## src/rtl/uart_pkg.sv

```systemverilog
// Shared types for the parameterised UART transmitter: parity mode, FSM states,
// and the parity helper.
package uart_pkg;

  typedef enum logic [1:0] {
    PARITY_NONE,
    PARITY_EVEN,
    PARITY_ODD
  } parity_e;

  typedef enum logic [2:0] {
    StIdle,
    StStart,
    StData,
    StParity,
    StStop
  } tx_state_e;

  // Narrower payloads are zero-extended by the caller, which leaves the XOR unchanged.
  function automatic logic parity_bit(input logic [8:0] data, input parity_e mode);
    return (^data) ^ (mode == PARITY_ODD);
  endfunction

endpackage

```

## src/rtl/uart_fifo.sv

```systemverilog
// Power-of-two FIFO with a combinational head read, used to queue words for the UART.
module uart_fifo #(
  parameter int unsigned WIDTH = 8,
  parameter int unsigned DEPTH = 4
) (
  input  logic                   i_clk,
  input  logic                   i_rst_n,
  input  logic                   i_push,
  input  logic [WIDTH-1:0]       i_wdata,
  input  logic                   i_pop,
  output logic [WIDTH-1:0]       o_rdata,
  output logic                   o_full,
  output logic                   o_empty,
  output logic [$clog2(DEPTH):0] o_count
);

  localparam int unsigned PTR_W = $clog2(DEPTH);
  localparam int unsigned CNT_W = PTR_W + 1;

  logic [WIDTH-1:0] r_mem [DEPTH];
  logic [PTR_W-1:0] r_wr_ptr;
  logic [PTR_W-1:0] r_rd_ptr;
  logic [CNT_W-1:0] r_count;
  logic             w_push;
  logic             w_pop;

  assign w_push  = i_push && !o_full;
  assign w_pop   = i_pop && !o_empty;
  assign o_full  = (r_count == CNT_W'(DEPTH));
  assign o_empty = (r_count == '0);
  assign o_count = r_count;
  assign o_rdata = r_mem[r_rd_ptr];

  always_ff @(posedge i_clk) begin
    if (w_push) r_mem[r_wr_ptr] <= i_wdata;
  end

  // Pointers wrap naturally because DEPTH is a power of two.
  always_ff @(posedge i_clk) begin
    if (!i_rst_n) begin
      r_wr_ptr <= '0;
      r_rd_ptr <= '0;
      r_count  <= '0;
    end else begin
      if (w_push) r_wr_ptr <= r_wr_ptr + PTR_W'(1);
      if (w_pop)  r_rd_ptr <= r_rd_ptr + PTR_W'(1);
      case ({w_push, w_pop})
        2'b10:   r_count <= r_count + CNT_W'(1);
        2'b01:   r_count <= r_count - CNT_W'(1);
        default: r_count <= r_count;
      endcase
    end
  end

endmodule

```

## src/rtl/uart_tx_param.sv

```systemverilog
// Parameterised UART transmitter: FIFO-buffered words sent as start, data LSB first,
// optional parity and one or two stop bits; back-to-back frames when the queue is non-empty.
module uart_tx_param import uart_pkg::*; #(
  parameter int unsigned CLOCK_FREQ = 50_000_000,
  parameter int unsigned BAUD_RATE  = 9600,
  parameter int unsigned DATA_BITS  = 8,
  parameter parity_e     PARITY     = PARITY_NONE,
  parameter int unsigned STOP_BITS  = 1,
  parameter int unsigned FIFO_DEPTH = 4
) (
  input  logic                        clk,
  input  logic                        rst_n,
  input  logic [DATA_BITS-1:0]        data_in,
  input  logic                        transmit,
  output logic                        ready,
  output logic                        tx,
  output logic                        busy,
  output logic [$clog2(FIFO_DEPTH):0] fifo_count
);

  localparam int unsigned CLKS_PER_BIT = CLOCK_FREQ / BAUD_RATE;
  localparam int unsigned CNT_W        = $clog2(CLKS_PER_BIT);
  localparam int unsigned IDX_W        = $clog2(DATA_BITS);

  if (CLKS_PER_BIT < 2 || DATA_BITS < 5 || DATA_BITS > 9 || STOP_BITS < 1 || STOP_BITS > 2 ||
      FIFO_DEPTH < 2 || (FIFO_DEPTH & (FIFO_DEPTH - 1)) != 0) begin : g_param_check
    $error("uart_tx_param: illegal parameter set");
  end

  tx_state_e              r_state;
  logic                   r_tx;
  logic [CNT_W-1:0]       r_baud_cnt;
  logic [IDX_W-1:0]       r_bit_idx;
  logic [DATA_BITS-1:0]   r_shift;
  logic                   r_parity;

  logic [DATA_BITS-1:0]   w_rdata;
  logic                   w_full;
  logic                   w_empty;
  logic                   w_bit_done;
  logic                   w_last_data;
  logic                   w_last_stop;
  logic                   w_pop;

  assign w_bit_done  = (r_baud_cnt == CNT_W'(CLKS_PER_BIT - 1));
  assign w_last_data = (r_bit_idx == IDX_W'(DATA_BITS - 1));
  assign w_last_stop = (r_bit_idx == IDX_W'(STOP_BITS - 1));
  // Pop exactly when the FSM loads the next word into the shift register.
  assign w_pop = !w_empty &&
                 ((r_state == StIdle) || (r_state == StStop && w_bit_done && w_last_stop));

  uart_fifo #(
    .WIDTH(DATA_BITS),
    .DEPTH(FIFO_DEPTH)
  ) u_fifo (
    .i_clk   (clk),
    .i_rst_n (rst_n),
    .i_push  (transmit),
    .i_wdata (data_in),
    .i_pop   (w_pop),
    .o_rdata (w_rdata),
    .o_full  (w_full),
    .o_empty (w_empty),
    .o_count (fifo_count)
  );

  assign ready = !w_full;
  assign busy  = (r_state != StIdle) || !w_empty;
  assign tx    = r_tx;

  // r_tx follows the state by one edge, so every bit spans exactly CLKS_PER_BIT cycles.
  always_ff @(posedge clk) begin
    if (!rst_n) begin
      r_state    <= StIdle;
      r_tx       <= 1'b1;
      r_baud_cnt <= '0;
      r_bit_idx  <= '0;
      r_shift    <= '0;
      r_parity   <= 1'b0;
    end else begin
      if (r_state == StIdle || w_bit_done) r_baud_cnt <= '0;
      else                                 r_baud_cnt <= r_baud_cnt + CNT_W'(1);

      unique case (r_state)
        StIdle: begin
          r_tx <= 1'b1;
          if (!w_empty) begin
            r_state  <= StStart;
            r_shift  <= w_rdata;
            r_parity <= parity_bit(9'(w_rdata), PARITY);
          end
        end
        StStart: begin
          r_tx <= 1'b0;
          if (w_bit_done) begin
            r_state   <= StData;
            r_bit_idx <= '0;
          end
        end
        StData: begin
          r_tx <= r_shift[0];
          if (w_bit_done) begin
            r_shift <= r_shift >> 1;
            if (w_last_data) begin
              r_bit_idx <= '0;
              r_state   <= (PARITY == PARITY_NONE) ? StStop : StParity;
            end else begin
              r_bit_idx <= r_bit_idx + IDX_W'(1);
            end
          end
        end
        StParity: begin
          r_tx <= r_parity;
          if (w_bit_done) begin
            r_state   <= StStop;
            r_bit_idx <= '0;
          end
        end
        StStop: begin
          r_tx <= 1'b1;
          if (w_bit_done) begin
            if (w_last_stop) begin
              r_bit_idx <= '0;
              if (!w_empty) begin
                r_state  <= StStart;
                r_shift  <= w_rdata;
                r_parity <= parity_bit(9'(w_rdata), PARITY);
              end else begin
                r_state <= StIdle;
              end
            end else begin
              r_bit_idx <= r_bit_idx + IDX_W'(1);
            end
          end
        end
        default: r_state <= StIdle;
      endcase
    end
  end

endmodule

```

## config.mk

```make
export PLATFORM = sky130hd
export DESIGN_NAME = uart_tx_param
export DESIGN_NICKNAME = d
export VERILOG_FILES = /design/src/rtl/uart_pkg.sv /design/src/rtl/uart_fifo.sv /design/src/rtl/uart_tx_param.sv
export SDC_FILE = /design/constraint.sdc
export NUM_CORES = 1
export LEC_CHECK = 0
export BUFFER_PORTS_ARGS = -buffer_cell sky130_fd_sc_hd__buf_4
export CAP_MARGIN = 30
export CORE_ASPECT_RATIO = 0.75
export CORE_MARGIN = 1.5
export CORE_UTILIZATION = 30
export DETAILED_ROUTE_END_ITERATION = 12
export SLEW_MARGIN = 20
export SYNTH_ARGS = -nofsm -noshare
export SYNTH_HDL_FRONTEND = slang
export SYNTH_SLANG_ARGS = --single-unit
```

## constraint.sdc

```tcl
create_clock -name clk -period 3.1 [get_ports clk]
set_input_delay 0.62 -clock clk [delete_from_list [all_inputs] [get_ports clk]]
set_output_delay 0.62 -clock clk [all_outputs]
set_load 0.005 [all_outputs]
```

Yosys cells after proc, flatten, opt, wreduce, memory -nomap -nowiden
Memory sizes are Yosys's and may differ from the RTL's. A register that Yosys moved wholly into a read port is not among the register bits.
Cells that the tools add are included.
{"block": "classes", "add_sub_neg": 6, "eq_ne": 17, "mux": 30, "reduce_logical": 27, "bitwise": 1}
{"op": "$mux 3", "count": 12}
{"op": "$mux 8", "count": 4}
{"op": "$pmux 8 s3", "count": 1}
{"op": "$pmux 3 s5", "count": 1}
{"op": "$ne 2x2->1 const B", "count": 7}
{"op": "$add 13x1->13 const B", "count": 1}
{"op": "$eq 13x13->1 const B", "count": 1}
{"op": "$eq 3x3->1 const B", "count": 3}
{"op": "$logic_not 3->1", "count": 3}
{"op": "$pmux 3 s3", "count": 1}
{"op": "$reduce_bool 3->1", "count": 3}
{"op": "$reduce_xor 9->1", "count": 1}
{"op": "$reduce_and 4->1", "count": 2}
{"op": "$reduce_and 7->1", "count": 1}
{"op": "$add 3x1->3 const B", "count": 2}
{"op": "$eq 3x2->1 const B", "count": 2}
{"op": "$mux 1", "count": 6}
{"op": "$pmux 3 s2", "count": 1}
{"op": "$reduce_or 2->1", "count": 3}
{"op": "$logic_and 1x1->1", "count": 5}
{"op": "$add 2x1->2 const B", "count": 2}
{"op": "$mux 2", "count": 2}
{"op": "$pmux 1 s4", "count": 1}
{"op": "$reduce_bool 2->1", "count": 2}
{"op": "11 further kinds", "count": 14}
{"block": "totals", "mem_bits_rw": 32, "regBits": 36, "inputBits": 11, "output_inout_bits": 6, "mem_count": 1, "elab_cells": 91}
{"memory": "u_fifo.r_mem", "words": 4, "width": 8, "rd": 1, "rd_ports_with_merged_regs": 1, "write_ports": 1, "line_no": "uart_fifo.sv:20", "text": "logic [WIDTH-1:0] r_mem [DEPTH];"}

Longest topological paths before layout
{"block": "depth", "word_depth": 8, "mapped_depth": 12, "mapped_depth_nobuf": 12}

Cells and area by module
A second synthesis with hierarchy kept.
{"block": "unflattened", "cells_unflattened": 276, "hier_area_um2": 3251.9}
{"module": "uart_fifo", "area_per_inst_um2": 1644.1, "cells_each": 96, "seq_area_each_um2": 1141.1, "n_inst": 1}
{"module": "uart_tx_param", "area_per_inst_um2": 1607.8, "cells_each": 180, "seq_area_each_um2": 580.6, "n_inst": 1}

Worst setup path before layout
OpenSTA, ideal clock, no wires.
{"block": "synth_path", "path_kind": "register to register", "start": "register r_baud_cnt[0]", "end": "register u_fifo.r_count[2], in the netlist u_fifo.o_count[2]", "slack_ps": 587, "synth_period_minus_slack_ps": 2513, "required_time_ps": 3029, "setup_time_ps": 71, "arrival_time_ps": 2442, "path_buffers": 0, "stages_incl_launch_ff": 12, "path_cell_list": "dfxtp_1 > ha_1 > and4b_2 > nand3_2 > o21a_1 > nor2_1 > ha_1 > inv_1 > fa_1 > xor2_1 > or3_1 > a21oi_1"}
{"block": "synth_via", "elab_chain_len": 8, "word_cells_on_any_way": 10, "classes_between": "3 x eq/ne; 1 x mux; 6 x reduce/logical"}
{"item": "start: declaration", "line_no": "uart_tx_param.sv:32", "text": "logic [CNT_W-1:0] r_baud_cnt;"}
{"item": "start signal: assignment", "line_no": "uart_tx_param.sv:82", "text": "else r_baud_cnt <= r_baud_cnt + CNT_W'(1);"}
{"item": "$eq 13x13->1 (*)", "line_no": "uart_tx_param.sv:45", "text": "assign w_bit_done = (r_baud_cnt == CNT_W'(CLKS_PER_BIT - 1));"}
{"item": "$logic_and 1x1->1 (*) (2 in series)", "line_no": "uart_tx_param.sv:50", "text": "((r_state == StIdle) || (r_state == StStop && w_bit_done && w_last_stop));"}
{"item": "$logic_or 1x1->1 (*)", "line_no": "uart_tx_param.sv:50"}
{"item": "$logic_and 1x1->1 (*)", "line_no": "uart_tx_param.sv:49", "text": "assign w_pop = !w_empty &&"}
{"item": "$logic_and 1x1->1 (*)", "line_no": "uart_fifo.sv:28", "text": "assign w_pop = i_pop && !o_empty;"}
{"item": "net u_fifo.w_pop", "line_no": "uart_fifo.sv:25", "text": "logic w_pop;"}
{"item": "$eq 2x1->1 or $eq 2x2->1 (tied branches)", "line_no": "uart_fifo.sv:47", "text": "case ({w_push, w_pop})"}
{"item": "$pmux 3 s2 or $reduce_bool 2->1 (tied branches)"}
{"item": "end signal: assignment", "line_no": "uart_fifo.sv:48", "text": "2'b10: r_count <= r_count + CNT_W'(1);"}
{"item": "end signal: assignment", "line_no": "uart_fifo.sv:49", "text": "2'b01: r_count <= r_count - CNT_W'(1);"}
{"item": "end signal: assignment", "line_no": "uart_fifo.sv:50", "text": "default: r_count <= r_count;"}
{"item": "end: declaration", "line_no": "uart_fifo.sv:23", "text": "logic [CNT_W-1:0] r_count;"}
Mark *: on every way through the listed nets, which the timed path passes. The rest lies on a longest branch.
A chain may end at the register's enable or synchronous reset.

Final worst setup path
Ends and elaborated chain as after synthesis.

==> reports/results.tsv <==
stage	metric	value	unit
logic_synthesis	leading area contributor after synthesis	sky130_fd_sc_hd__edfxtp_1	
logic_synthesis	main flop type after synthesis	sky130_fd_sc_hd__dfxtp_1	
sta	unrepaired setup endpoints after global routing	false	
sta	maximum frequency from static timing analysis	0.361	GHz
sta	final setup violation count	0	
die	core region area	0.0102	mm²
clocking	CTS tree	done	
clocking	number of clock buffers inserted by TritonCTS	9	
detailed_routing	total routed wirelength	5.26	mm
global_route	overall routing resource usage	0.110	
sta	setup slack after layout	0.330	ns
worst_setup_path	ordered list of cells on the worst path	ha_1, and4b_2, nand3_2, o21a_1, nor2_1, ha_1, inv_1, fa_1, xor2_1, or3_1, a21oi_1	
die	starting utilization of the core area	0.306	
layout	antenna cell count	0	
worst_setup_path	worst-path maximum fanout	5	
flow_run	maxcap violations	0	
detailed_routing	mean number of vias per cell	4.52	
global_route	number of antenna violations at the first check in global routing	0	
logic_synthesis	most instantiated library cell after synthesis	sky130_fd_sc_hd__dfxtp_1	
clocking	clk_lat worst skew	0.33	ns
logic_synthesis	cell types occupying the most area after synthesis	sky130_fd_sc_hd__edfxtp_1, sky130_fd_sc_hd__dfxtp_1, sky130_fd_sc_hd__mux4_2	
placed_design	DP Worst Slack	0.340	ns
clocking	largest buffer count on any clock path	2	
hold_path	worst hold-check path type	flip-flop to flip-flop	
global_route	largest net degree at the start of global routing	23	
logic_synthesis	count of flip-flops with a built-in enable after synthesis	32	
global_route	final global-route overflow total	0	
detailed_routing	post-route antenna net violation count	0	
layout	ratio of cells with drive above 1 in the final layout	0.178	
layout	area overhead of the layout relative to synthesis	16.5	%
worst_setup_path	Worst Setup End Kind	flip-flop	
sta	final hold violation count	0	
sta	max-slew violations	0	
logic_synthesis	warning count from the yosys run	0	
logic_synthesis	Post-Synthesis Net Count	284	
clocking	clock-pin slew on the worst setup and hold paths	0.06	ns
detailed_routing	count of unresolved DRC violations after routing	0	
worst_setup_path	worst endpoint required time	3.36	ns
sta	setup TNS	0	ns
die	die height	91.6	µm
worst_setup_path	critical path's most frequent cell	sky130_fd_sc_hd__ha_1	
run_status	status	finished, final reports clean	
placed_design	total half-perimeter wirelength after legalization and detailed placement	3.60	mm
logic_synthesis	synthesized area	0.00314	mm²
logic_synthesis	sequential-to-total area share from yosys stat	0.548	
placed_design	final RePlAce weighted congestion	0.791	
detailed_routing	per-cell routed wire length	12.5	µm
clocking	CTS sink cnt	70	
sta	setup skew after layout	0.00678	ns
logic_synthesis	top post-synthesis cells by count	sky130_fd_sc_hd__dfxtp_1, sky130_fd_sc_hd__nor2_1, sky130_fd_sc_hd__edfxtp_1	
logic_synthesis	share of the synthesized area in the top cell type	0.306	
detailed_routing	first-iteration detailed-routing DRC count	96	
sta	Least-Margin Pin Slew	0.715	ns
placed_design	number of port buffers	16	
clocking	H-Tree Level Count	3	
logic_synthesis	post-synthesis instance total	263	
pwr	power density cells	841	mW/mm²
worst_setup_path	crit-path max cell delay	0.37	ns
clocking	hold buffer count at cts	0	
worst_setup_path	startpoint types	flip-flop	
clocking	CTS Root Buffer Type	sky130_fd_sc_hd__clkbuf_16	
layout	total number of nets in the final design	302	
clocking	number of setup buffers added after CTS	0	
die	width of the die	121	µm
detailed_routing	first-pass iteration count of the detailed router	4	
sta	time the final worst path needs with I/O delays and setup	2.77	ns
pwr	peak supply drop	0.393	mV
die	total die area	0.0111	mm²
global_route	global-route wire length before repair	9.29	mm
logic_synthesis	synthesized area per cell	11.9	µm²
detailed_routing	via count	1906	
pwr	Power Total	3.08	mW
logic_synthesis	post-synthesis register bit count	70	
pwr	total leakage power	1.27	nW
logic_synthesis	number of distinct library cells after synthesis	45	
die	count of boundary I/O pins	17	
sta	headroom to the max-slew limit	0.523	
worst_setup_path	worst setup path class	flip-flop to flip-flop	
worst_setup_path	master of the slowest instance on the critical path	sky130_fd_sc_hd__dfxtp_1	
worst_setup_path	data arrival time at the worst-slack endpoint	3.03	ns
logic_synthesis	fraction of registers with async set or reset after synthesis	0	
global_route	via count of the first global-routing pass	1856	
die	Cell Rows	32	
clocking	CTS-repair resized insts	0	
sta	Period Utilization, post-route	0.894	
==> state kept, by name, indices dropped and copies added, names as in the netlist, named ones only <==
register,count
r_bit_idx,3
u_fifo.r_mem,32
u_fifo.r_wr_ptr,2
r_state,3
r_parity,1
u_fifo.o_count,3
tx,1
r_baud_cnt,13
r_shift,8
u_fifo.r_rd_ptr,2
==> cell families (layout without fill, tap and decap cells) <==
family | Yosys count | in the layout | share of synthesized area
and+or+nand+nor | 89 | 89 | 0.155
DFF | 70 | 70 | 0.548
AOI/OAI and AO/OA | 31 | 31 | 0.0638
buffers and inverters | 24 | 47 | 0.0422
xor gates and xnor gates | 21 | 21 | 0.0586
muxes | 18 | 18 | 0.0897
adders and majority gates | 10 | 10 | 0.0422
==> cell usage in the layout, fill, tap and decap left out, types with 3 or more instances in the layout <==
cell                        Yosys  final
sky130_fd_sc_hd__mux4_2         8      8
sky130_fd_sc_hd__xor2_1         7      7
sky130_fd_sc_hd__dfxtp_1       38     38
sky130_fd_sc_hd__ha_1           9      9
sky130_fd_sc_hd__o21ai_0        4      4
sky130_fd_sc_hd__nand4_1        4      4
sky130_fd_sc_hd__clkbuf_16      0      9
sky130_fd_sc_hd__inv_1         14     14
sky130_fd_sc_hd__nor2_1        37     37
sky130_fd_sc_hd__edfxtp_1      32     32
sky130_fd_sc_hd__nand3_1       10     10
sky130_fd_sc_hd__nand2_1       10     10
sky130_fd_sc_hd__a21oi_1       12     12
sky130_fd_sc_hd__mux2i_1        9      9
sky130_fd_sc_hd__a211oi_1       8      8
sky130_fd_sc_hd__buf_4          3     17
sky130_fd_sc_hd__xnor2_1       14     14
sky130_fd_sc_hd__nor3_1         3      3
sky130_fd_sc_hd__and3_1         7      7
==> report_power, final <==
group | switching (mW) | total, mW | internal (mW)
logic | 0.440 | 0.840 | 0.400
clock network | 0.393 | 1.02 | 0.625
registers | 0.110 | 1.22 | 1.11
total | 0.943 | 3.08 | 2.13
==> final cells by class <==
type,instances,area [µm²]
clock buffers,9,225
clock inverters,7,73.8
fillers,1037,6590
inverters,14,52.6
multi-input cells,169,1280
flip-flops and latches,70,1720
well taps,136,170
repair buffers,17,128
==> critical path: cells and delay by family (launching register included) <==
kind / cells / cell delay (ns)
AO/OA/AOI/OAI: 2 / 0.38
adder cells (fa/ha/maj): 3 / 0.83
AND/OR/NAND/NOR: 4 / 0.91
buffers and inverters: 1 / 0.06
XOR/XNOR: 1 / 0.16
flip-flops: 1 / 0.37
==> metal layers <==
layer | up-vias | track usage | share of wire
met4 | 0 | 0.0451 | 0.013
li1 | 979 | - | -
met2 | 23 | 0.161 | 0.45
met3 | 6 | 0.0433 | 0.036
met5 | - | 0 | 0
met1 | 898 | 0.146 | 0.50
==> metrics by stage <==
| step | utilization | area, µm² | instances | hold WS, ns |
|---|---|---|---|---|
| after CTS | 0.357 | 3660 | 422 | 0.467 |
| final | 0.357 | 3660 | 422 | 0.469 |
| after global placement | 0.328 | 3360 | 406 | 0.442 |
| after detailed placement | 0.328 | 3360 | 406 | 0.455 |
| after global routing | 0.357 | 3660 | 422 | 0.478 |
| after floorplan | - | 3140 | 263 | 0.426 |
==> final timing paths <==
check | start | end | slack, ns | cells past startpoint
setup / recovery | r_baud_cnt[0] | u_fifo.o_count[2] | 0.33 | 11
setup reg to reg | r_baud_cnt[0] | u_fifo.o_count[2] | 0.33 | 11
hold / removal | r_shift[7] | r_shift[7] | 0.47 | 2
hold reg to reg | r_shift[7] | r_shift[7] | 0.47 | 2
Power figures use the tool's default switching activity.
